--- src/rtl/bus_pkg.sv ---
// Resolution modes shared by every resolved-bus block, plus the value a floating bus settles to.
// No timing; constants and a pure function only.
package bus_pkg;
  localparam int MODE_TRI  = 0;
  localparam int MODE_WOR  = 1;
  localparam int MODE_WAND = 2;
  localparam int MAX_W     = 64;

  // Wired modes float to their identity value; tri floats to its pull.
  function automatic logic [MAX_W-1:0] pull_value(input int mode, input logic [MAX_W-1:0] tri_pull);
    case (mode)
      MODE_WOR:  return '0;
      MODE_WAND: return '1;
      default:   return tri_pull;
    endcase
  endfunction
endpackage

--- src/rtl/resolved_bus_ctrl_if.sv ---
// Channel-side request/drive signals and resolved-bus status of one shared bus.
// No logic; the master modport belongs to the drivers, the slave modport to the resolver.
interface resolved_bus_ctrl_if #(
  parameter int NCH   = 4,
  parameter int W     = 8,
  parameter int CNT_W = 16
);
  logic [NCH-1:0]   req;
  logic [NCH-1:0]   drv_en;
  logic [NCH*W-1:0] drv_data;
  logic             clr_cnt;
  logic [NCH-1:0]   gnt;
  logic [W-1:0]     bus_q;
  logic             bus_valid;
  logic             bus_float;
  logic             decayed;
  logic             contention;
  logic [CNT_W-1:0] cont_cnt;

  modport master (
    output req, drv_en, drv_data, clr_cnt,
    input  gnt, bus_q, bus_valid, bus_float, decayed, contention, cont_cnt
  );

  modport slave (
    input  req, drv_en, drv_data, clr_cnt,
    output gnt, bus_q, bus_valid, bus_float, decayed, contention, cont_cnt
  );
endinterface

--- src/rtl/rr_arbiter.sv ---
// Round-robin arbiter with bus lock; one-hot grant registered, 1-cycle latency from req.
// A locked holder keeps the grant while its req stays high; others wait with no backpressure signal.
module rr_arbiter #(
  parameter int NCH = 4
) (
  input  logic           clk,
  input  logic           rst,
  input  logic           lock,
  input  logic [NCH-1:0] req,
  output logic [NCH-1:0] gnt
);
  localparam int PW = $clog2(NCH);

  logic [PW-1:0]  ptr;
  logic [PW-1:0]  ptr_nxt;
  logic [PW-1:0]  idx;
  logic [NCH-1:0] gnt_nxt;
  logic           hit;

  always_comb begin
    gnt_nxt = '0;
    ptr_nxt = ptr;
    idx     = '0;
    hit     = 1'b0;
    if (lock && |(gnt & req)) begin
      gnt_nxt = gnt;
    end else begin
      for (int i = 0; i < NCH; i++) begin
        idx = PW'((int'(ptr) + i) % NCH);
        if (!hit && req[idx]) begin
          hit          = 1'b1;
          gnt_nxt[idx] = 1'b1;
          ptr_nxt      = PW'((int'(idx) + 1) % NCH);
        end
      end
    end
  end

  always_ff @(posedge clk or posedge rst) begin
    if (rst) begin
      gnt <= '0;
      ptr <= '0;
    end else begin
      gnt <= gnt_nxt;
      ptr <= ptr_nxt;
    end
  end
endmodule

--- src/rtl/resolved_bus_ctrl.sv ---
// Registered multi-driver bus resolver (tri / wired-OR / wired-AND) with arbitration, retention and contention count.
// Latency 1 cycle from req/drv_en/drv_data; no backpressure, drivers are never stalled.
module resolved_bus_ctrl
  import bus_pkg::*;
#(
  parameter int             NCH      = 4,
  parameter int             W        = 8,
  parameter int             MODE     = 0,
  parameter int             HOLD_CYC = 8,
  parameter logic [W-1:0]   PULL_VAL = '0,
  parameter int             CNT_W    = 16
) (
  input logic               clk,
  input logic               rst,
  resolved_bus_ctrl_if.slave bus
);
  localparam logic [W-1:0]  PULL     = W'(pull_value(MODE, MAX_W'(PULL_VAL)));
  localparam int            HW       = $clog2(HOLD_CYC + 1);
  localparam logic [HW-1:0] HOLD_MAX = HW'(HOLD_CYC);

  logic [NCH-1:0]   gnt;
  logic [NCH-1:0]   en;
  logic [W-1:0]     or_v, and_v, low_v, gnt_v, res_v;
  logic             low_set, multi, floating, gnt_en, cont_nxt;
  logic [W-1:0]     bus_r;
  logic             float_r, dec_r, cont_r;
  logic [HW-1:0]    hold_r;
  logic [CNT_W-1:0] cnt_r;

  rr_arbiter #(.NCH(NCH)) u_arb (
    .clk  (clk),
    .rst  (rst),
    .lock (1'b1),
    .req  (bus.req),
    .gnt  (gnt)
  );

  assign en = bus.drv_en;

  always_comb begin
    or_v    = '0;
    and_v   = '1;
    low_v   = '0;
    gnt_v   = '0;
    low_set = 1'b0;
    multi   = 1'b0;
    for (int i = 0; i < NCH; i++) begin
      if (gnt[i]) gnt_v = bus.drv_data[i*W +: W];
      if (en[i]) begin
        or_v  = or_v  | bus.drv_data[i*W +: W];
        and_v = and_v & bus.drv_data[i*W +: W];
        if (low_set) begin
          multi = 1'b1;
        end else begin
          low_v   = bus.drv_data[i*W +: W];
          low_set = 1'b1;
        end
      end
    end
  end

  assign floating = ~|en;
  assign gnt_en   = |(gnt & en);
  // Any enabled channel other than the holder is illegal in tri mode, as is more than one driver.
  assign cont_nxt = (MODE == MODE_TRI) && (multi || (|gnt && |(en & ~gnt)));

  always_comb begin
    case (MODE)
      MODE_WOR:  res_v = or_v;
      MODE_WAND: res_v = and_v;
      default:   res_v = gnt_en ? gnt_v : low_v;
    endcase
  end

  always_ff @(posedge clk or posedge rst) begin
    if (rst) begin
      bus_r   <= PULL;
      float_r <= 1'b1;
      dec_r   <= 1'b1;
      cont_r  <= 1'b0;
      cnt_r   <= '0;
      hold_r  <= '0;
    end else begin
      float_r <= floating;
      cont_r  <= cont_nxt;
      if (bus.clr_cnt) cnt_r <= '0;
      else if (cont_nxt && cnt_r != '1) cnt_r <= cnt_r + CNT_W'(1);
      // Tri bus keeps its charge for HOLD_CYC floating cycles, then decays to the pull value.
      if (!floating) begin
        bus_r  <= res_v;
        dec_r  <= 1'b0;
        hold_r <= '0;
      end else if (MODE != MODE_TRI || hold_r == HOLD_MAX) begin
        bus_r <= PULL;
        dec_r <= 1'b1;
      end else begin
        hold_r <= hold_r + HW'(1);
      end
    end
  end

  assign bus.gnt        = gnt;
  assign bus.bus_q      = bus_r;
  assign bus.bus_float  = float_r;
  assign bus.bus_valid  = ~float_r;
  assign bus.decayed    = dec_r;
  assign bus.contention = cont_r;
  assign bus.cont_cnt   = cnt_r;
endmodule

--- src/flat_wrapper.sv ---
// flat-port wrapper written by rule: the top's interface ports become plain ports
module resolved_bus_ctrl_flat import bus_pkg::*;
#(
  parameter int             NCH      = 4,
  parameter int             W        = 8,
  parameter int             MODE     = 0,
  parameter int             HOLD_CYC = 8,
  parameter logic [W-1:0]   PULL_VAL = '0,
  parameter int             CNT_W    = 16
)
  (clk, rst, bus_req, bus_drv_en, bus_drv_data, bus_clr_cnt, bus_gnt, bus_bus_q, bus_bus_valid, bus_bus_float, bus_decayed, bus_contention, bus_cont_cnt);
  resolved_bus_ctrl_if #(.NCH(NCH), .W(W), .CNT_W(CNT_W)) bus_i ();
  input logic clk;
  input logic rst;
  input wire logic [$bits(bus_i.req)-1:0] bus_req;
  input wire logic [$bits(bus_i.drv_en)-1:0] bus_drv_en;
  input wire logic [$bits(bus_i.drv_data)-1:0] bus_drv_data;
  input wire logic [$bits(bus_i.clr_cnt)-1:0] bus_clr_cnt;
  output wire logic [$bits(bus_i.gnt)-1:0] bus_gnt;
  output wire logic [$bits(bus_i.bus_q)-1:0] bus_bus_q;
  output wire logic [$bits(bus_i.bus_valid)-1:0] bus_bus_valid;
  output wire logic [$bits(bus_i.bus_float)-1:0] bus_bus_float;
  output wire logic [$bits(bus_i.decayed)-1:0] bus_decayed;
  output wire logic [$bits(bus_i.contention)-1:0] bus_contention;
  output wire logic [$bits(bus_i.cont_cnt)-1:0] bus_cont_cnt;
  assign bus_i.req = bus_req;
  assign bus_i.drv_en = bus_drv_en;
  assign bus_i.drv_data = bus_drv_data;
  assign bus_i.clr_cnt = bus_clr_cnt;
  assign bus_gnt = bus_i.gnt;
  assign bus_bus_q = bus_i.bus_q;
  assign bus_bus_valid = bus_i.bus_valid;
  assign bus_bus_float = bus_i.bus_float;
  assign bus_decayed = bus_i.decayed;
  assign bus_contention = bus_i.contention;
  assign bus_cont_cnt = bus_i.cont_cnt;
  resolved_bus_ctrl #(.NCH(NCH), .W(W), .MODE(MODE), .HOLD_CYC(HOLD_CYC), .PULL_VAL(PULL_VAL), .CNT_W(CNT_W)) u_core (.clk(clk), .rst(rst), .bus(bus_i));
endmodule
--- config.mk ---
export PLATFORM = sky130hd
export DESIGN_NAME = resolved_bus_ctrl_flat
export DESIGN_NICKNAME = d
export VERILOG_FILES = /design/src/rtl/bus_pkg.sv /design/src/rtl/resolved_bus_ctrl_if.sv /design/src/rtl/rr_arbiter.sv /design/src/rtl/resolved_bus_ctrl.sv /design/src/flat_wrapper.sv
export SDC_FILE = /design/constraint.sdc
export NUM_CORES = 1
export LEC_CHECK = 0
export CAP_MARGIN = 25
export CORE_ASPECT_RATIO = 0.5
export CORE_UTILIZATION = 40
export CTS_CLUSTER_DIAMETER = 100
export DETAILED_ROUTE_END_ITERATION = 6
export PLACE_DENSITY = 0.68
export SYNTH_ARGS = -nofsm -noshare
export SYNTH_HDL_FRONTEND = slang
export SYNTH_HIERARCHICAL = 1
export SYNTH_SLANG_ARGS = --single-unit
--- constraint.sdc ---
create_clock -name clk -period 2.9 [get_ports clk]
set_input_delay 0.87 -clock clk [delete_from_list [all_inputs] [get_ports clk]]
set_output_delay 0.87 -clock clk [all_outputs]
set_load 0.02 [all_outputs]
==> results_tabular.tex <==
\begin{tabular}{lr}
\hline
Metric & Value \\
\hline
\multicolumn{2}{l}{\textbf{Pwr}} \\
Static power due to leakage & between 1.5 and 2 nW \\
Peak supply drop & about 520 uV \\
Switching Power & about 1.3 mW \\
Combinational fraction of design power & 0.567 \\
Clock share of power & 0.194 \\
Power Dens Cells & $\sim$820 nW/um\^{}2 \\
Relative contribution of sequential cells to total power & 0.239 \\
Switching power as a share of total power & 0.405 \\
Cell internal pwr & about 1.9 mW \\
\multicolumn{2}{l}{\textbf{Clock tree}} \\
CTS H-tree lvls & 2 \\
Clock transition at path regs & roughly 0.05 ns \\
Post-CTS Setup Bufs & 0 \\
Clock tree from TritonCTS & done \\
Number of buffers between clock root and the deepest sink & 2 \\
CTS-repair resized insts & 0 \\
Inserted Clock Buffers & 5 \\
CTS root buffer & clkbuf\_16 \\
Clock sink count & 37 \\
CTS Hold Buffers Added & 0 \\
Latest clock arrival within the worst-skew pair & $\sim$0.28 ns \\
\multicolumn{2}{l}{\textbf{Worst setup path}} \\
Arrival time worst endpoint & 2.71 ns \\
Longest individual stage delay on the worst path & around 0.58 ns \\
Kind of launch point of the worst setup path & input pin \\
Worst Reg2Reg Path Length in Cells & 7 \\
Cells along the critical path & clkdlybuf4s50\_1, mux4\_2, nor2b\_4, a221o\_1, a22oi\_2, a21oi\_1 \\
Cell with the largest stage delay on the worst path & mux4\_2 \\
Max Fanout on Critical Path & 9 \\
Crit path required time & 3.06 ns \\
CP Launch Point & bus\_req[0] \\
FF-to-FF Start & u\_core/u\_arb/ptr[0] \\
Critical register-to-register path endpoint & u\_core/u\_arb/gnt[1] \\
R2r setup slk & approximately 0.67 ns \\
Worst Path Class, Setup & input pin to register \\
Crit path capture type & register \\
CP Capture Point & u\_core/u\_arb/gnt[0] \\
\multicolumn{2}{l}{\textbf{Logic synthesis}} \\
Number of enable-type register cells in the synthesized netlist & 0 \\
Number of synthesized register bits & 37 \\
Syn. warnings & 6 \\
Library cell with the largest summed area after synthesis & dfrtp\_1 \\
Post-Synthesis Mean Instance Area & 8.97 um\^{}2 \\
Primary FF master, synth & dfrtp\_1 \\
Share of the synthesized area in the top cell type & 0.312 \\
Sequential-to-total area share from yosys stat & 0.331 \\
Post-synth design cell area & 2810 um\^{}2 \\
Number of distinct standard cells referenced by the synthesized netlist & 66 \\
Leading post-synthesis cells by cell area & dfrtp\_1, a21oi\_1, a22oi\_1 \\
Syn\_nets & 364 \\
Async set-reset flop share out of synthesis & 1.00 \\
Gate count after technology mapping & 313 \\
\multicolumn{2}{l}{\textbf{Die}} \\
Number of top-level pins & 75 \\
Core Region & 6730 um\^{}2 \\
DIE HEIGHT & a little over 60 um \\
Die Area & 7380 um\^{}2 \\
FP Rows & 21 \\
Die span in x & $\sim$120 um \\
Initial core utilization & 0.417 \\
\multicolumn{2}{l}{\textbf{Route}} \\
DR vias & 2867 \\
Number of detailed-route iterations in the first pass & 7 \\
Detailed Route Iter0 Violations & around 300 \\
Total Routed Length & between 7000 and 8000 um \\
Wire length per cell after detailed routing & about 16 um \\
Number of remaining DRC errors & 0 \\
Via/cell ratio & approximately 5.9 \\
Remaining antenna violation count & 0 \\
\multicolumn{2}{l}{\textbf{Timing}} \\
Summed negative setup slack over all endpoints & 0 ns \\
Final cycle utilization of the critical path & 0.879 \\
Hold slack final & 0.511 ns \\
Final Hold Viols & 0 \\
Headroom to the max-slew limit & 0.547 \\
Post-layout minimum cycle time & 2.55 ns \\
Final setup violation count & 0 \\
Slew of the pin with the lowest slew margin & 0.678 ns \\
Number of max-slew violations in the final report & 0 \\
Max Clk Rate & a little under 0.4 GHz \\
RSZ-0062 raised after global routing & no \\
Clock Skew & 0.00518 ns \\
\multicolumn{2}{l}{\textbf{Layout}} \\
Area growth from synthesis to layout & 37.1\% \\
Number of nets in the final layout & 441 \\
Share of cells above drive strength 1 & 0.115 \\
Ant diodes & 0 \\
Core occupancy in the finished layout & 0.572 \\
\multicolumn{2}{l}{\textbf{Placed design}} \\
Port-buffer cells & 74 \\
HPWL Detailed & 5870 um \\
Final Wtd Congestion & 0.882 \\
\multicolumn{2}{l}{\textbf{Global routing}} \\
Antenna violations before repair & 0 \\
Overall fraction of global-route tracks in use & 0.224 \\
Vias in the first global route & roughly 2700 \\
Pin count of the biggest net entering global routing & 32 \\
First-pass GRT wire length & 13000 um \\
Congestion Overflow GR & 0 \\
\multicolumn{2}{l}{\textbf{Run}} \\
Max-capacitance violation count & 0 \\
\multicolumn{2}{l}{\textbf{Worst hold path}} \\
Hold crit path type & register to register \\
\multicolumn{2}{l}{\textbf{Status}} \\
Status & finished clean \\
\hline
\end{tabular}
-- worst max-delay path: cells and delay by family --
kind | cells | cell delay [ns]
AO/OA/AOI/OAI | 3 | 0.53
buffers and inverters | 1 | 0.54
multiplexers | 1 | 0.58
AND/OR/NAND/NOR | 1 | 0.17
-- metrics by stage --
| stage | instances | cell area [um^2] | power [mW] | setup slack, ns |
|---|---|---|---|---|
| 2_1_floorplan | 313 | 2810 | 1.98 | 0.461 |
| 3_3_place_gp | 475 | 3680 | 2.48 | 0.138 |
| 3_5_place_dp | 475 | 3680 | 2.52 | 0.0710 |
| 4_1_cts | 483 | 3850 | 3.14 | 0.365 |
| 5_1_grt | 483 | 3850 | 3.37 | 0.226 |
| 6_report | 483 | 3850 | 3.15 | 0.352 |
-- cell type report --
| type | instances | area, um^2 |
|---|---|---|
| repair buffers | 93 | 883 |
| inverters | 14 | 52.6 |
| well taps | 92 | 115 |
| clock inverters | 2 | 35.0 |
| multi-input cells | 239 | 1710 |
| clock buffers | 6 | 129 |
| flip-flops and latches | 37 | 928 |
| fillers | 599 | 2880 |
-- synthesized netlist by cell type, types with 9 or more instances --
library cell and instances:
a21oi_1 32, a22o_1 11, a22oi_1 18, buf_2 10, clkbuf_1 9, dfrtp_1 35, inv_1 13, nand2_1 14
nor2_1 18, nor2b_1 13, o21ai_0 12, o31ai_1 11, or3_1 9
-- power by group through the flow --
| stage | combinational, mW | clock, mW | sequential [mW] |
|---|---|---|---|
| after CTS | 1.76 | 0.627 | 0.753 |
| after global placement | 1.72 | 0 | 0.760 |
| after global routing | 1.95 | 0.653 | 0.772 |
| after floorplan | 1.12 | 0 | 0.857 |
| after detailed placement | 1.76 | 0 | 0.760 |
| final | 1.78 | 0.612 | 0.753 |
-- worst min-delay path by stage --
| stage | start | to | slack (ns) | cells after the start |
|---|---|---|---|---|
| CTS | u_core/bus.bus_q[1] | u_core/bus.bus_q[1] | 0.51 | 1 |
| finish | u_core/bus.bus_q[1] | u_core/bus.bus_q[1] | 0.51 | 1 |
| global route | u_core/bus.decayed | u_core/bus.decayed | 0.53 | 2 |
| global placement | u_core/bus.decayed | u_core/bus.decayed | 0.49 | 2 |
| detailed placement | u_core/bus.bus_q[1] | u_core/bus.bus_q[1] | 0.50 | 1 |
| floorplan | u_core/hold_r[3] | u_core/hold_r[3] | 0.50 | 2 |
-- routing by layer --
metal	part of all wire	track usage	wire, um	vias to the layer above
met3	0.045	0.0407	354	10
met5	0	0	0	-
met2	0.50	0.412	3990	100
met1	0.45	0.281	3560	1392
met4	0.0055	0.0529	44	0
li1	-	-	-	1365
-- cells in the final DEF (no fill, tap or decap), drive strengths merged, types with 2 or more instances in the layout --
| cell | count |
|---|---|
| a211o | 2 |
| a21oi | 32 |
| a221o | 2 |
| a221oi | 9 |
| a22o | 11 |
| a22oi | 19 |
| and3 | 3 |
| buf | 19 |
| clkbuf | 6 |
| clkdlybuf4s50 | 74 |
| dfrtp | 35 |
| dfstp | 2 |
| ha | 8 |
| inv | 14 |
| mux2i | 3 |
| mux4 | 4 |
| nand2 | 14 |
| nand2b | 3 |
| nand3 | 9 |
| nand4 | 6 |
| nor2 | 19 |
| nor2b | 14 |
| nor3 | 3 |
| nor4 | 4 |
| nor4b | 2 |
| o211ai | 8 |
| o21ai | 14 |
| o31ai | 11 |
| or3 | 9 |
| or4 | 5 |
| xnor2 | 3 |
-- kinds of logic after synthesis --
group,Yosys count,share of synthesized area
mux,8,0.0481
compound gates,120,0.304
other cells,1,0.00134
xor+xnor,4,0.0125
buf+inv,37,0.0619
fa+ha+maj,8,0.0357
flops,37,0.331
simple gates,98,0.206
-- sequential cells by signal (all words and copies together), names as in the netlist --
| signal | count |
|---|---|
| u_core/bus.cont_cnt | 16 |
| u_core/bus.bus_q | 8 |
| u_core/hold_r | 4 |
| u_core/u_arb/gnt | 4 |
| u_core/u_arb/ptr | 2 |
| u_core/bus.bus_float | 1 |
| u_core/bus.contention | 1 |
| u_core/bus.decayed | 1 |
Note: power is estimated with default switching activity, not from simulation.
